===== src/rtl/pc_fetch_unit.sv =====
// PC register and next-PC selection with a BOOT/RUN/HALT sequencer.
// Optional PC_ALIGN_CHECK_EN traps misaligned jump-register targets to EXC_VECTOR.
module pc_fetch_unit #(
  parameter logic [31:0] RESET_PC   = 32'h0040_0000,
  parameter logic [31:0] EXC_VECTOR = 32'h8000_0180
) (
  input  logic        clk,
  input  logic        rst_n,
  input  logic        stall,
  input  logic        halt_req,
  input  logic        branch_en,
  input  logic        branch_on_ne,
  input  logic        zero,
  input  logic [15:0] branch_off,
  input  logic        jump_en,
  input  logic [25:0] jump_target,
  input  logic        jr_en,
  input  logic [31:0] jr_addr,
  output logic [31:0] pc,
  output logic [31:0] pc_plus4,
  output logic        fetch_valid,
  output logic        halted,
  output logic        exc_flag
);

  typedef enum logic [1:0] {
    ST_BOOT,
    ST_RUN,
    ST_HALT
  } state_e;

  state_e      state_q, state_d;
  logic [31:0] pc_q, pc_d;
  logic        exc_d;
  logic [31:0] jr_tgt;
  logic        jr_trap;
  logic [31:0] jump_tgt;
  logic [31:0] branch_tgt;
  logic        branch_taken;

  assign pc_plus4     = pc_q + 32'd4;
  assign jump_tgt     = {pc_plus4[31:28], jump_target, 2'b00};
  assign branch_tgt   = pc_plus4 + {{14{branch_off[15]}}, branch_off, 2'b00};
  assign branch_taken = branch_en & (zero ^ branch_on_ne);

`ifdef PC_ALIGN_CHECK_EN
  logic exc_q;

  assign jr_trap = |jr_addr[1:0];
  assign jr_tgt  = jr_addr;

  always_ff @(posedge clk or negedge rst_n) begin
    if (!rst_n) exc_q <= 1'b0;
    else        exc_q <= exc_d;
  end

  assign exc_flag = exc_q;
`else
  logic unused_ok;

  assign jr_trap   = 1'b0;
  assign jr_tgt    = jr_addr & ~32'd3;
  assign exc_flag  = 1'b0;
  assign unused_ok = exc_d;
`endif

  always_comb begin
    state_d = state_q;
    pc_d    = pc_q;
    exc_d   = 1'b0;
    unique case (state_q)
      ST_BOOT: state_d = ST_RUN;
      ST_RUN: begin
        if (halt_req) begin
          state_d = ST_HALT;
        end else if (!stall) begin
          if (jr_en) begin
            pc_d  = jr_trap ? EXC_VECTOR : jr_tgt;
            exc_d = jr_trap;
          end else if (jump_en) begin
            pc_d = jump_tgt;
          end else if (branch_taken) begin
            pc_d = branch_tgt;
          end else begin
            pc_d = pc_plus4;
          end
        end
      end
      ST_HALT: state_d = ST_HALT;
      default: state_d = ST_HALT;
    endcase
  end

  always_ff @(posedge clk or negedge rst_n) begin
    if (!rst_n) begin
      state_q <= ST_BOOT;
      pc_q    <= RESET_PC;
    end else begin
      state_q <= state_d;
      pc_q    <= pc_d;
    end
  end

  assign pc          = pc_q;
  assign fetch_valid = (state_q == ST_RUN);
  assign halted      = (state_q == ST_HALT);

endmodule


===== config.mk =====
export PLATFORM = sky130hd
export DESIGN_NAME = pc_fetch_unit
export DESIGN_NICKNAME = d
export VERILOG_FILES = /design/src/rtl/pc_fetch_unit.sv
export SDC_FILE = /design/constraint.sdc
export NUM_CORES = 1
export LEC_CHECK = 0
export BUFFER_PORTS_ARGS = -buffer_cell sky130_fd_sc_hd__clkbuf_2
export CAP_MARGIN = 10
export CORE_MARGIN = 4
export CORE_UTILIZATION = 40
export DETAILED_ROUTE_END_ITERATION = 7
export GPL_ROUTABILITY_DRIVEN = 0
export PLACE_DENSITY = 0.68
export SLEW_MARGIN = 10
export SYNTH_ARGS = -nofsm -noshare
export SYNTH_HDL_FRONTEND = slang
export SYNTH_SLANG_ARGS = --single-unit

===== constraint.sdc =====
create_clock -name clk -period 3.6 [get_ports clk]
set_input_delay 0.18 -clock clk [delete_from_list [all_inputs] [get_ports clk]]
set_output_delay 0.18 -clock clk [all_outputs]
set_load 0.05 [all_outputs]

# Yosys cells after proc, flatten, opt, wreduce, memory -nomap -nowiden

Cells that the tools add are included.

Flip-flop bits (word level): 34
Bits of input ports: 83

Add/sub/neg operators: 2
Eq/ne operators: 3
Multiplexer cells: 5
Bitwise operators: 4
Reductions and logical operators: 2

Operator list:

| kind                                           | count |
|---|---|
| two-way mux 32 bit                             | 3 |
| adder 32 x 3 -> 32 bit (second input constant) | 1 |
| adder 32 bit                                   | 1 |
| case mux 2 bit (2 select lines)                | 1 |
| AND reduction 3 bit                            | 1 |
| == test 2 x 1 -> 1 bit (second input constant) | 1 |
| == test 2 bit (second input constant)          | 1 |
| logical NOT 2 bit                              | 1 |
| two-way mux 2 bit                              | 1 |
| inequality test 2 bit (second input constant)  | 1 |
| inverter 1 bit                                 | 2 |
| bitwise AND 1 bit                              | 1 |
| XOR 1 bit                                      | 1 |

# Logic depth before layout (Yosys ltp)

Word-level depth: 5
Mapped depth: 17
Depth with buffers taken out: 16

# Worst setup path before layout

Ideal clock, no wire load.

Path kind: flip-flop to flip-flop
Start: reg pc_q[2] (netlist: pc[2])
End: reg pc_q[29] (netlist: pc[29])
Arrival time: 4,477 ps
Data required time: 3,499 ps
Slack: -978 ps
Stages on the path, launching flop included: 18
Path buffers: 1
Clock period less this slack: 4,578 ps
Cells stage by stage: dfrtp_1 > ha_1 > and4_1 > clkbuf_1 > nand3_1 > nor2_1 > nand3_1 > xnor2_1 > ha_1 > a21o_1 > a21o_1 > a21oi_1 > o21ai_0 > a21oi_1 > o21ai_1 > a21oi_1 > xor2_1 > o32ai_1

Word-level cells in the longest chain between the ends: 5

RTL lines:

| element                | line | text |
|---|---|---|
| from (decl)            | 33   | `logic [31:0] pc_q, pc_d;` |
| from (signal assigned) | 100  | `pc_q <= pc_d;` |
| adder 32 x 3 -> 32 bit | 41   | `assign pc_plus4 = pc_q + 32'd4;` |
| named net pc_plus4[22] | 20   | `output logic [31:0] pc_plus4,` |
| adder 32 bit           | 43   | `assign branch_tgt = pc_plus4 + {{14{branch_off[15]}}, branch_off, 2'b00};` |
| two-way mux 32 bit     | 82   | `end else if (branch_taken) begin` |
| two-way mux 32 bit     | 80   | `end else if (jump_en) begin` |
| two-way mux 32 bit     | 77   | `if (jr_en) begin` |

The timed path passes the listed nets, and every way through them passes these cells.
A chain may end at the register's enable or synchronous reset.

# Worst setup path after layout

Start: reg pc_q[9] (netlist: pc[9])
End: reg pc_q[20] (netlist: pc[20])

Word-level cells in the longest chain between the ends: 5

RTL lines:

| element                  | line |
|---|---|
| adder 32 x 3 -> 32 bit * | 41 |
| adder 32 bit             | 43 |
| two-way mux 32 bit *     | 82 |
| two-way mux 32 bit *     | 80 |
| two-way mux 32 bit *     | 77 |

Mark *: on every way between the ends. The rest lies on a longest branch, timed or not.

==> impl_results.md <==
- Run status: completed
- Critical Path End Type: register
- CP cell instances: and4_4 -> and4_4 -> nand3_4 -> nor2_4 -> xor2_4 -> ha_1 -> a21oi_1 -> o21bai_1 -> a21oi_2 -> o31a_1 -> a31oi_4 -> xnor2_1 -> o21ai_0 -> a221oi_2 -> nor2_1
- Starting utilization of the core area: 41.44%
- Final count of hold timing violations: 0
- Global-route wire length before repair: 24.40 mm
- Worst slack on hold paths: 0.03369 ns
- Busiest layer in global routing: met2
- Number of antenna violations at the first check in global routing: 0
- Signal arrival time at the worst endpoint: 3.63 ns
- Clock Skews: 0.009856 ns
- Category of the critical setup timing path: register to register
- Die ar.: 0.01185 mm2
- Global route total overflow: 0
- Setup TNS after final layout: 0 ns
- Number of distinct library cell variants in the gate-level netlist after synthesis: 66
- First-pass DRT Iterations: 5
- Final worst setup slack: 0.1611 ns
- Final Power: 3.843 mW
- Critical path launch point: pc[9]$_DFFE_PN0P_
- Leakage dissipation: 2.792 nW
- Mean instance size in the synthesized netlist: 7.549 um2
- Filler Cell Count: 927
- Boundary pin count: 150
- Average routed wire per standard cell: 18.58 um
- Iteration-0 DRC count of the detailed router: 277
- Fmax: 290.8 MHz
- Mapped cell area: 0.004069 mm2
- Min Clock Period, post-route: 3.439 ns
- Number of design rule violations left after detail routing: 0
- EDFF count, synth: 0
- Crit-path slowest cell: sky130_fd_sc_hd__dfrtp_4
- Met3 demand-to-capacity share in global routing: 4.618%
- Area post-placement: 0.005771 mm2
- Nets: 832
- Beginning of the worst register-to-register path: pc[9]$_DFFE_PN0P_
- Area share of the largest cell type after synthesis: 19.07%
- Commonest cells in the netlist: sky130_fd_sc_hd__a21oi_1 (67), sky130_fd_sc_hd__nand2_1 (66), sky130_fd_sc_hd__nor2_1 (46), sky130_fd_sc_hd__ha_1 (36), sky130_fd_sc_hd__o21ai_0 (35)
- Met1 Use GR: 33.76%
- Actual slew at the worst max-slew pin: 1.015 ns
- Number of H-tree branching levels: 2
- Top-count cell post-synth: sky130_fd_sc_hd__a21oi_1
- Number of max-cap violations: 0
- CP max FO: 5
- Area occupied by registers: 820.8 um2
- Worst hold path type: input pin to asynchronous set/reset pin
- Clock network latency to the later pin of the worst-skew pair: 0.30 ns
- CTS Root Cell: sky130_fd_sc_hd__clkbuf_8
- Crit path buffers/inverters: 0
- Kind of cell adding the most delay to the critical path: compound AO/OA/AOI/OAI gates
- Area of the placeable core: 0.009819 mm2
- Design area: 0.005993 mm2
- CP startpoint kind: register
- Final standard cell count with taps included and fillers excluded: 846
- P_int: 1.648 mW
- M2 GR Usage: 45.15%
- Layout cell share with drive strength beyond 1: 41.51%
- Sequential share of the synthesized area: 19.71%
- Synth async-reset ratio: 100.0%
- Aggregate routed wire length: 15.72 mm
- Dominant register cell in the synthesized netlist: sky130_fd_sc_hd__dfrtp_1
- Number of slew-limit violations in the final report: 0
- Synthesized instance count: 539
- Sequential Power Share: 16.7%
- Number of rows created at floorplan: 36
- Overall Global Routing Usage: 26.42%
- Overall die width: 108.9 um
- Pin count of the biggest net entering global routing: 42
- Most prevalent standard cell on the critical path: sky130_fd_sc_hd__and4_4
- Peak supply drop: 0.4034 mV
- Signed area change from the synthesized netlist to the final layout: 47.29%
- Total number of clock tree sinks: 32
- Height of the die: 108.9 um
- Combined area of the multi-input logic cells: 0.003781 mm2
- Share of the clock period used by the worst path: 95.52%
- Post-synth top area cell: sky130_fd_sc_hd__dfrtp_1
- Gate power share: 75.2%
- Via count of the first global-routing pass: 4,821
- Inserted Clock Buffers: 5
- PD cells: 641.3 mW/mm2
- Switching share of power: 57.13%
- Port bufs: 142
- Register bit total from synthesis: 32
- Sw power: 2.196 mW
- Number of placed instances with taps included: 833
- Minimum setup slack after placement: 0.08214 ns
- Antenna diode instance count: 0
- Rel. slew slack: 32.33%
- Crit-path max cell delay: 0.41 ns
- Clock-pin slew reported for the worst setup and hold paths after clock tree synthesis: 0.09 ns
- Number of endpoints failing setup at the final stage: 0
- Estimated wirelength of the detail-placed design: 12.13 mm
- Part of the power in the clock network: 8.1%
- Remaining number of nets flagged by the antenna check after routing: 0
- Finished Core Util: 61.03%
- Area contributors post-synth: sky130_fd_sc_hd__dfrtp_1 (19%), sky130_fd_sc_hd__ha_1 (11%), sky130_fd_sc_hd__a21oi_1 (8.2%)
- Clock tree buffer depth: 2
- CTS tree: yes
- Via count: 4,812
- Ys Warns: 0
- Required time at the worst-slack endpoint: 3.79 ns
- Post-DR vias/cell: 5.688
-- cell usage in the layout, fill, tap and decap left out, types with 5 or more instances in the layout --
cell and count:
sky130_fd_sc_hd__nor2_1 42, sky130_fd_sc_hd__a21oi_1 61, sky130_fd_sc_hd__conb_1 5, sky130_fd_sc_hd__xor2_4 7
sky130_fd_sc_hd__a21o_1 11, sky130_fd_sc_hd__nand4_1 11, sky130_fd_sc_hd__buf_4 48, sky130_fd_sc_hd__and3_1 11
sky130_fd_sc_hd__ha_1 26, sky130_fd_sc_hd__o21a_1 5, sky130_fd_sc_hd__dfrtp_2 12, sky130_fd_sc_hd__xor2_1 14
sky130_fd_sc_hd__o21ai_1 7, sky130_fd_sc_hd__nand3_1 15, sky130_fd_sc_hd__a211oi_1 5, sky130_fd_sc_hd__nand2_1 66
sky130_fd_sc_hd__inv_1 10, sky130_fd_sc_hd__clkbuf_8 5, sky130_fd_sc_hd__o211ai_1 7, sky130_fd_sc_hd__nor3_1 6
sky130_fd_sc_hd__xnor2_2 5, sky130_fd_sc_hd__o22ai_1 6, sky130_fd_sc_hd__clkbuf_2 142, sky130_fd_sc_hd__xnor2_1 13
sky130_fd_sc_hd__a21oi_2 8, sky130_fd_sc_hd__dfrtp_1 18, sky130_fd_sc_hd__ha_4 8, sky130_fd_sc_hd__xnor2_4 13
sky130_fd_sc_hd__o21ai_0 31
-- layer usage --
metal	part of all wire, %	vias up
met2	49	195
met5	0	-
li1	-	2320
met1	42	2264
met4	2.3	0
met3	6.9	33
-- state kept, by name, summed over array words and instances (netlist names) --
register  cells
state_q       2
pc           30
-- cells by family (layout without fill, tap and decap cells) --
kind of cell | Yosys count | count (layout) | share of synthesized area [%]
simple gates | 188 | 188 | 22.72
compound gates | 186 | 186 | 29.34
xor+xnor | 53 | 53 | 11.87
buf+inv | 40 | 210 | 4.213
fa+ha+maj | 37 | 37 | 11.56
flops | 32 | 32 | 19.71
mux | 2 | 2 | 0.4920
other cells | 1 | 5 | 0.09216
-- area by class of cell --
class                   count  area share, %
repair buffers            191          18.20
flip-flops and latches     32          13.70
well taps                 133          2.777
clock inverters             3         0.3967
clock buffers               5          1.148
multi-input cells         471          63.09
inverters                  11         0.6889
-- power by group through the flow --
stage	Clock (mW)	Sequential [mW]	Combinational (mW)
2_1_floorplan	0	1.03	1.70
3_3_place_gp	0	0.642	2.77
3_5_place_dp	0	0.648	2.80
4_1_cts	0.316	0.641	2.82
5_1_grt	0.330	0.662	3.09
6_report	0.311	0.643	2.89
-- final timing paths --
path	end	cells past startpoint	slack [ns]
max	pc[20]$_DFFE_PN0P_	15	0.16
min	pc[4]$_DFFE_PN0P_	1	0.03
max reg2reg	pc[20]$_DFFE_PN0P_	15	0.16
min reg2reg	state_q[1]$_DFFE_PN0P_	1	0.49
max in group asynchronous	pc[9]$_DFFE_PN0P_	1	2.81
min in group clk	pc[6]$_DFFE_PN0P_	3	0.13
-- worst register-to-register path: stages (launching register included) --
cell and delay [ns]:
sky130_fd_sc_hd__dfrtp_4 0.41, sky130_fd_sc_hd__and4_4 0.24, sky130_fd_sc_hd__and4_4 0.29, sky130_fd_sc_hd__nand3_4 0.17, sky130_fd_sc_hd__nor2_4 0.20, sky130_fd_sc_hd__xor2_4 0.22, sky130_fd_sc_hd__ha_1 0.29, sky130_fd_sc_hd__a21oi_1 0.23
sky130_fd_sc_hd__o21bai_1 0.10, sky130_fd_sc_hd__a21oi_2 0.23, sky130_fd_sc_hd__o31a_1 0.25, sky130_fd_sc_hd__a31oi_4 0.06, sky130_fd_sc_hd__xnor2_1 0.16, sky130_fd_sc_hd__o21ai_0 0.14, sky130_fd_sc_hd__a221oi_2 0.25, sky130_fd_sc_hd__nor2_1 0.07
-- repair_timing --
action                                  in CTS  in global routing
setup buffers                                0                  5
endpoints found under the setup margin       0                 10
resized for setup                            0                 22
hold buffers                                 0                  0
Note: power is estimated with default switching activity, not from simulation.
